### src/rtl/legv8_isa_pkg.sv
// LEGv8 ISA constants shared by the instruction encoder and the control-unit
// decoder: opcodes, the op_sel enumeration, field positions and immediate limits.
package legv8_isa_pkg;

  typedef enum logic [2:0] {
    OP_ADD  = 3'd0,
    OP_SUB  = 3'd1,
    OP_AND  = 3'd2,
    OP_ORR  = 3'd3,
    OP_LDUR = 3'd4,
    OP_STUR = 3'd5,
    OP_CBZ  = 3'd6,
    OP_B    = 3'd7
  } opSel_e;

  typedef enum logic [1:0] {
    ST_IDLE,
    ST_WRITE,
    ST_FULL
  } encState_e;

  localparam logic [10:0] OPC_ADD  = 11'b10001011000;
  localparam logic [10:0] OPC_SUB  = 11'b11001011000;
  localparam logic [10:0] OPC_AND  = 11'b10001010000;
  localparam logic [10:0] OPC_ORR  = 11'b10101010000;
  localparam logic [10:0] OPC_LDUR = 11'b11111000010;
  localparam logic [10:0] OPC_STUR = 11'b11111000000;
  localparam logic [7:0]  OPC_CBZ  = 8'b10110100;
  localparam logic [5:0]  OPC_B    = 6'b000101;

  localparam int OPC11_LSB  = 21;
  localparam int OPC8_LSB   = 24;
  localparam int OPC6_LSB   = 26;
  localparam int RM_LSB     = 16;
  localparam int DT_LSB     = 12;
  localparam int CB_IMM_LSB = 5;
  localparam int RN_LSB     = 5;
  localparam int RD_LSB     = 0;

  localparam logic signed [25:0] D_IMM_MIN  = -26'sd256;
  localparam logic signed [25:0] D_IMM_MAX  = 26'sd255;
  localparam logic signed [25:0] CB_IMM_MIN = -26'sd262144;
  localparam logic signed [25:0] CB_IMM_MAX = 26'sd262143;

  // R-format opcode for one of the four arithmetic/logic selections
  function automatic logic [10:0] rOpcode(opSel_e op);
    case (op)
      OP_SUB:  return OPC_SUB;
      OP_AND:  return OPC_AND;
      OP_ORR:  return OPC_ORR;
      default: return OPC_ADD;
    endcase
  endfunction

endpackage

### src/rtl/legv8_instr_encoder_if.sv
// Request channel carrying one symbolic instruction per valid/ready transfer.
interface legv8_instr_encoder_if;
  logic        in_valid;
  logic        in_ready;
  logic [2:0]  op_sel;
  logic [4:0]  rd;
  logic [4:0]  rn;
  logic [4:0]  rm;
  logic [25:0] imm;

  modport master (output in_valid, op_sel, rd, rn, rm, imm, input in_ready);
  modport slave  (input in_valid, op_sel, rd, rn, rm, imm, output in_ready);
endinterface

### src/rtl/legv8_instr_format.sv
// Combinational encoder: symbolic instruction to 32-bit R/D/CB/B word plus an
// immediate range check. Fields a format does not use stay zero.
module legv8_instr_format
  import legv8_isa_pkg::*;
(
  input  logic [2:0]  op_sel,
  input  logic [4:0]  rd,
  input  logic [4:0]  rn,
  input  logic [4:0]  rm,
  input  logic [25:0] imm,
  output logic [31:0] word,
  output logic        range_ok
);

  logic signed [25:0] immS;
  assign immS = $signed(imm);

  // Assemble the word for the selected format and judge the immediate
  always_comb begin
    word     = '0;
    range_ok = 1'b1;
    case (opSel_e'(op_sel))
      OP_ADD, OP_SUB, OP_AND, OP_ORR: begin
        word[OPC11_LSB +: 11] = rOpcode(opSel_e'(op_sel));
        word[RM_LSB +: 5]     = rm;
        word[RN_LSB +: 5]     = rn;
        word[RD_LSB +: 5]     = rd;
      end
      OP_LDUR, OP_STUR: begin
        word[OPC11_LSB +: 11] = (opSel_e'(op_sel) == OP_LDUR) ? OPC_LDUR : OPC_STUR;
        word[DT_LSB +: 9]     = imm[8:0];
        word[RN_LSB +: 5]     = rn;
        word[RD_LSB +: 5]     = rd;
        range_ok              = (immS >= D_IMM_MIN) && (immS <= D_IMM_MAX);
      end
      OP_CBZ: begin
        word[OPC8_LSB +: 8]    = OPC_CBZ;
        word[CB_IMM_LSB +: 19] = imm[18:0];
        word[RD_LSB +: 5]      = rd;
        range_ok               = (immS >= CB_IMM_MIN) && (immS <= CB_IMM_MAX);
      end
      default: begin
        word[OPC6_LSB +: 6] = OPC_B;
        word[25:0]          = imm;
      end
    endcase
  end

endmodule

### src/rtl/legv8_instr_encoder.sv
// Program-loader front end: accepts symbolic instructions, encodes them and
// writes them one after another into instruction memory until it is full.
module legv8_instr_encoder
  import legv8_isa_pkg::*;
#(
  parameter int ADDR_W = 8
) (
  input  logic                  clk,
  input  logic                  rst,
  legv8_instr_encoder_if.slave  req,
  input  logic                  restart,
  output logic                  imem_we,
  output logic [ADDR_W-1:0]     imem_addr,
  output logic [31:0]           imem_wdata,
  output logic [ADDR_W:0]       count,
  output logic                  full,
  output logic                  err
);

  localparam logic [ADDR_W:0] LAST_COUNT = (ADDR_W+1)'((1 << ADDR_W) - 1);

  encState_e   state;
  encState_e   nextState;
  logic [31:0] encWord;
  logic        rangeOk;
  logic        accept;

  legv8_instr_format formatter (
    .op_sel   (req.op_sel),
    .rd       (req.rd),
    .rn       (req.rn),
    .rm       (req.rm),
    .imm      (req.imm),
    .word     (encWord),
    .range_ok (rangeOk)
  );

  // restart wins over a simultaneous request, so ready drops while it is high
  assign req.in_ready = (state == ST_IDLE) && !rst && !restart;
  assign accept       = req.in_valid && req.in_ready;
  assign imem_we      = (state == ST_WRITE);
  assign full         = (state == ST_FULL);

  // State register
  always_ff @(posedge clk) begin
    if (rst) state <= ST_IDLE;
    else     state <= nextState;
  end

  // Next state: accept into WRITE, then back to IDLE or into FULL on the last word
  always_comb begin
    nextState = state;
    case (state)
      ST_IDLE:  if (!restart && accept && rangeOk) nextState = ST_WRITE;
      ST_WRITE: begin
        if (restart)                  nextState = ST_IDLE;
        else if (count == LAST_COUNT) nextState = ST_FULL;
        else                          nextState = ST_IDLE;
      end
      ST_FULL:  if (restart) nextState = ST_IDLE;
      default:  nextState = ST_IDLE;
    endcase
  end

  // Write pointer, word count, latched encoding and the reject pulse
  always_ff @(posedge clk) begin
    if (rst) begin
      imem_addr  <= '0;
      count      <= '0;
      imem_wdata <= '0;
      err        <= 1'b0;
    end else begin
      err <= accept && !rangeOk;
      if (accept && rangeOk) imem_wdata <= encWord;
      if (restart) begin
        imem_addr <= '0;
        count     <= '0;
      end else if (state == ST_WRITE) begin
        imem_addr <= imem_addr + ADDR_W'(1);
        count     <= count + (ADDR_W+1)'(1);
      end
    end
  end

endmodule
### src/flat_wrapper.sv
// flat-port wrapper written by rule: the top's interface ports become plain ports
module legv8_instr_encoder_flat import legv8_isa_pkg::*;
#(
  parameter int ADDR_W = 8
)
  (clk, rst, restart, imem_we, imem_addr, imem_wdata, count, full, err, req_in_valid, req_op_sel, req_rd, req_rn, req_rm, req_imm, req_in_ready);
  legv8_instr_encoder_if req_i ();
  input  logic clk;
  input  logic rst;
  input  logic restart;
  output logic imem_we;
  output logic [ADDR_W-1:0] imem_addr;
  output logic [31:0] imem_wdata;
  output logic [ADDR_W:0] count;
  output logic full;
  output logic err;
  input wire logic [$bits(req_i.in_valid)-1:0] req_in_valid;
  input wire logic [$bits(req_i.op_sel)-1:0] req_op_sel;
  input wire logic [$bits(req_i.rd)-1:0] req_rd;
  input wire logic [$bits(req_i.rn)-1:0] req_rn;
  input wire logic [$bits(req_i.rm)-1:0] req_rm;
  input wire logic [$bits(req_i.imm)-1:0] req_imm;
  output wire logic [$bits(req_i.in_ready)-1:0] req_in_ready;
  assign req_i.in_valid = req_in_valid;
  assign req_i.op_sel = req_op_sel;
  assign req_i.rd = req_rd;
  assign req_i.rn = req_rn;
  assign req_i.rm = req_rm;
  assign req_i.imm = req_imm;
  assign req_in_ready = req_i.in_ready;
  legv8_instr_encoder #(.ADDR_W(ADDR_W)) u_core (.clk(clk), .rst(rst), .req(req_i), .restart(restart), .imem_we(imem_we), .imem_addr(imem_addr), .imem_wdata(imem_wdata), .count(count), .full(full), .err(err));
endmodule
### config.mk
export PLATFORM = sky130hd
export DESIGN_NAME = legv8_instr_encoder_flat
export DESIGN_NICKNAME = d
export VERILOG_FILES = /design/src/rtl/legv8_isa_pkg.sv /design/src/rtl/legv8_instr_encoder_if.sv /design/src/rtl/legv8_instr_format.sv /design/src/rtl/legv8_instr_encoder.sv /design/src/flat_wrapper.sv
export SDC_FILE = /design/constraint.sdc
export NUM_CORES = 1
export LEC_CHECK = 0
export ABC_AREA = 0
export CAP_MARGIN = 20
export CORE_AREA = 2 2 61 121
export DETAILED_ROUTE_END_ITERATION = 6
export DIE_AREA = 0 0 63 123
export PLACE_DENSITY = 0.73
export SLEW_MARGIN = 5
export SYNTH_ARGS = -nofsm -noshare
export SYNTH_HDL_FRONTEND = slang
export SYNTH_SLANG_ARGS = --single-unit
export TNS_END_PERCENT = 20
### constraint.sdc
create_clock -name clk -period 2 [get_ports clk]
set_input_delay 0.4 -clock clk [delete_from_list [all_inputs] [get_ports clk]]
set_output_delay 0.4 -clock clk [all_outputs]
set_load 0.02 [all_outputs]
==> results.md <==
- Vias per cell: approximately 5.2
- Slowest stage cell, crit path: or4b_1
- Net Sw Frac: about a quarter
- Clk_lat worst skew: just under 0.3 ns
- Synth area leaders: dfxtp_1 39%, mux2i_1 18%, nand2_1 6.4%
- Yosys warning total: 0
- Sequential share of power: 43.0%
- Total CTS buffers: 5
- Fillers: 625
- Final instance area: 0.00420 sq mm
- Die Area: 0.00775 sq mm
- Skew final: ~0.0045 ns
- Worst Setup End Kind: flip-flop
- Flops & latches, synth: 52
- Reg2reg setup slack: ~0.32 ns
- Power per Cell Area: 594 mW/mm^2
- Unique masters post-synth: 45
- Die Span X: roughly 63 um
- Register area: roughly 0.0010 sq mm
- I/O pin count: around 100
- Worst R2R Path Depth: 5
- HP Start: u_core.imem_wdata[16]$_SDFFE_PP0P_
- Avg Cell Area, Syn: 9.04 sq um
- Reg2reg end: u_core.imem_addr[7]$_SDFFE_PP0P_
- Max-cap violations: 0
- Initial Utilization: 39.3%
- Total gr overflow: 0
- Leak: 1.85 nW
- Post-synthesis mux area share: 20.6%
- DRT Wirelength: just under 8000 um
- Fin nets: 477
- Fin crit period: between 1.5 and 2 ns
- DP HPWL: ~6000 um
- Final slew viol count: 0
- Crit Path Category: input pin to flip-flop
- GR Util All Layers: approximately a fifth
- CP startpoint kind: input pin
- Largest family of logic cells by synthesized area: multiplexers
- Final worst path period share: a little over nine tenths
- Post-synthesis simple-gate area fraction: ~20%
- Compound-gate portion of the synthesized area: approximately 9.8%
- Share of the synthesized area in the top cell type: between 30% and 40%
- CTS Buffer Depth: 2
- Post-Synth XOR/XNOR Area: under 10%
- Area Overhead vs Synth: 56.5%
- Site Rows: 43
- Final setup vio count: 0
- CTS sink count: 52
- Leading area contributor after synthesis: dfxtp_1
- Initial antenna violation count: 0
- First-pass GRT wire length: 12,700 um
- Final Hold Viols: 0
- Worst endpoint required time: roughly 2.2 ns
- Remaining DRCs: 0
- Multi-input logic area: between 0.0015 and 0.002 sq mm
- Vias in the first global route: 2,684
- Synthesized instance count: about 300
- Port buffer count: 100
- NetSw: 0.000606 W
- Register area share after synthesis: about two fifths
- Crit-path cells: clkdlybuf4s15_2, or4b_1, nor4_2, a41o_1, o21ai_4, inv_2, mux2_4
- Hold-critical path depth: 2
- Root buffer cell: clkbuf_16
- Hold buffers post-CTS: 0
- Cell family with most CP delay: simple AND/OR/NAND/NOR gates
- Worst hold path type: flip-flop to flip-flop
- Syn Nets: 348
- Area share of fa/ha/maj cells after synthesis: 1.40%
- Worst slew margin: between 60% and 70%
- Avg WL per Cell: approximately 15 um
- Fmax: 511 MHz
- Clk slew on worst S/H paths: approximately 0.07 ns
- Largest net degree at the start of global routing: 29
- Crit-path max cell delay: 0.55 ns
- Data arrival, critical path: 2.14 ns
- WP buf/inv: 2
- H-tree levels: 2
- Worst VDD drop: ~400 uV
- Antenna Nets Post-Route: 0
- Die Height: approximately 120 um
- Worst slew pin tran: around 0.47 ns
- Layout cell share with drive strength beyond 1: roughly 17%
- Total core area: about 0.007 sq mm
- DR vias: 2,672
- Worst r2r src: u_core.state[0]$_SDFFE_PP0P_
- Dpl cell area: between 0.003 and 0.004 sq mm
- Status: finished, final reports clean
- CTS tree: done
- CP max FO: 5
- Combinational power share: 17.7%
- GPL Wtd Cong: 0.963
- Int Pwr: between 0.0015 and 0.002 W
- DRT Pass-1 Iters: 5
- Iteration-0 DRC Markers: ~100
- Netlist area before placement: between 0.002 and 0.003 sq mm
- PnR Total Power: roughly 0.0025 W
- Clock share of power: roughly two fifths
- WHS Endpoint: u_core.imem_wdata[16]$_SDFFE_PP0P_
- # diodes: 0
- Post-layout util: about 62%
-- cell families after synthesis --
group | Yosys count
xor+xnor | 11
mux | 54
compound gates | 40
simple gates | 115
fa+ha+maj | 3
flops | 52
buf+inv | 22
-- layout by cell type, fill, tap and decap left out, types with 3 or more instances in the layout --
cell type,n
o211ai_1,4
xor2_1,8
o21ai_0,5
nand4_1,10
a211oi_1,7
mux2_2,4
ha_1,3
xnor2_1,3
or3_1,5
mux2_4,3
dfxtp_1,52
clkdlybuf4s15_1,3
dlymetal6s2s_1,4
nor2_1,28
clkdlybuf4s50_1,83
clkbuf_16,5
a21oi_1,15
buf_4,37
inv_1,3
mux2i_1,47
dlygate4sd2_1,7
nand3_1,3
nand2_1,45
nor2b_1,6
-- cell type report --
| class | count | share of cell area [%] |
|---|---|---|
| tap | 90 | 2.68 |
| sequential | 52 | 24.8 |
| clock buffer | 6 | 3.07 |
| inverter | 5 | 0.447 |
| clock inverter | 2 | 0.923 |
| multi-input combinational | 223 | 37.2 |
| timing repair buffer | 139 | 30.9 |
-- routing by layer --
metal	vias to the layer above	GRT usage (%)	wire [um]
li1	1300	-	-
met5	-	0	0
met1	1244	23.6	3180
met2	111	35.6	3860
met3	17	5.73	558
met4	0	8.47	222
-- worst max path at each step --
| stage | startpoint | to | slack (ns) | cells after the start |
|---|---|---|---|---|
| final | req_imm[14] | u_core.imem_wdata[28]$_SDFFE_PP0P_ | 0.04 | 7 |
| after global routing | req_imm[14] | u_core.imem_wdata[28]$_SDFFE_PP0P_ | -0.004 | 7 |
| after CTS | req_imm[14] | u_core.imem_wdata[28]$_SDFFE_PP0P_ | 0.009 | 7 |
| after detailed placement | req_imm[22] | u_core.imem_wdata[28]$_SDFFE_PP0P_ | -0.49 | 7 |
| after global placement | req_imm[22] | u_core.imem_wdata[26]$_SDFFE_PP0P_ | -0.46 | 7 |
| after floorplan | rst | u_core.imem_wdata[24]$_SDFFE_PP0P_ | -0.02 | 8 |
-- flip-flops by register name, summed over array words and instances (netlist names) --
signal             count
u_core.imem_wdata     32
u_core.count           9
u_core.imem_addr       8
u_core.state           2
u_core.err             1
-- power groups by stage --
stage / combinational, W / sequential [W] / clock [W]
global route: 0.000469 / 0.00108 / 0.00104
finish: 0.000441 / 0.00107 / 0.000982
floorplan: 0.000176 / 0.00112 / 0
detailed placement: 0.000435 / 0.00110 / 0
CTS: 0.000433 / 0.00107 / 0.000996
global placement: 0.000430 / 0.00109 / 0
-- worst register-to-register path: stages (launching register included) --
cell and delay (ns):
dfxtp_1 0.39, nor2b_1 0.22, buf_4 0.24, nand4_1 0.23, or3_1 0.40, a21oi_1 0.14
-- synth_stat cells (all sizes together) --
cell type and instances:
mux2 7, a211oi 7, o2111ai 1, a31oi 1, o22ai 1, inv 5
dfxtp 52, ha 3, nor3 3, clkbuf 13, and3 2, o221a 1
nand4 10, a311o 1, and2 1, nand3 3, o211ai 4, buf 4
a21oi 15, nor4 4, or2 1, nor2 29, xor2 8, a41o 1
or4b 1, mux2i 47, xnor2 3, nand2 47, or4 2, o21ai 6
o22a 1, and2b 1, or3 5, nor2b 6, o211a 1
-- stage by stage --
step                      hold WS [ns]  instances  setup WS [ns]  TNS [ns]
after CTS                        0.461        517        0.00930         0
after global placement           0.444        508         -0.457    -13.35
final                            0.459        517         0.0444         0
after detailed placement         0.452        508         -0.492    -14.33
after floorplan                  0.524        297        -0.0184   -0.0184
after global routing             0.482        517       -0.00366  -0.00366
-- what timing repair did --
action | CTS | global route
cloned | 0 | 0
endpoints found under the hold margin | 0 | 0
resized for setup | 24 | 15
setup buffers | 1 | 0
setup endpoints to repair | 33 | 30
pin swaps | 8 | 7
Note: power is estimated with default switching activity, not from simulation.
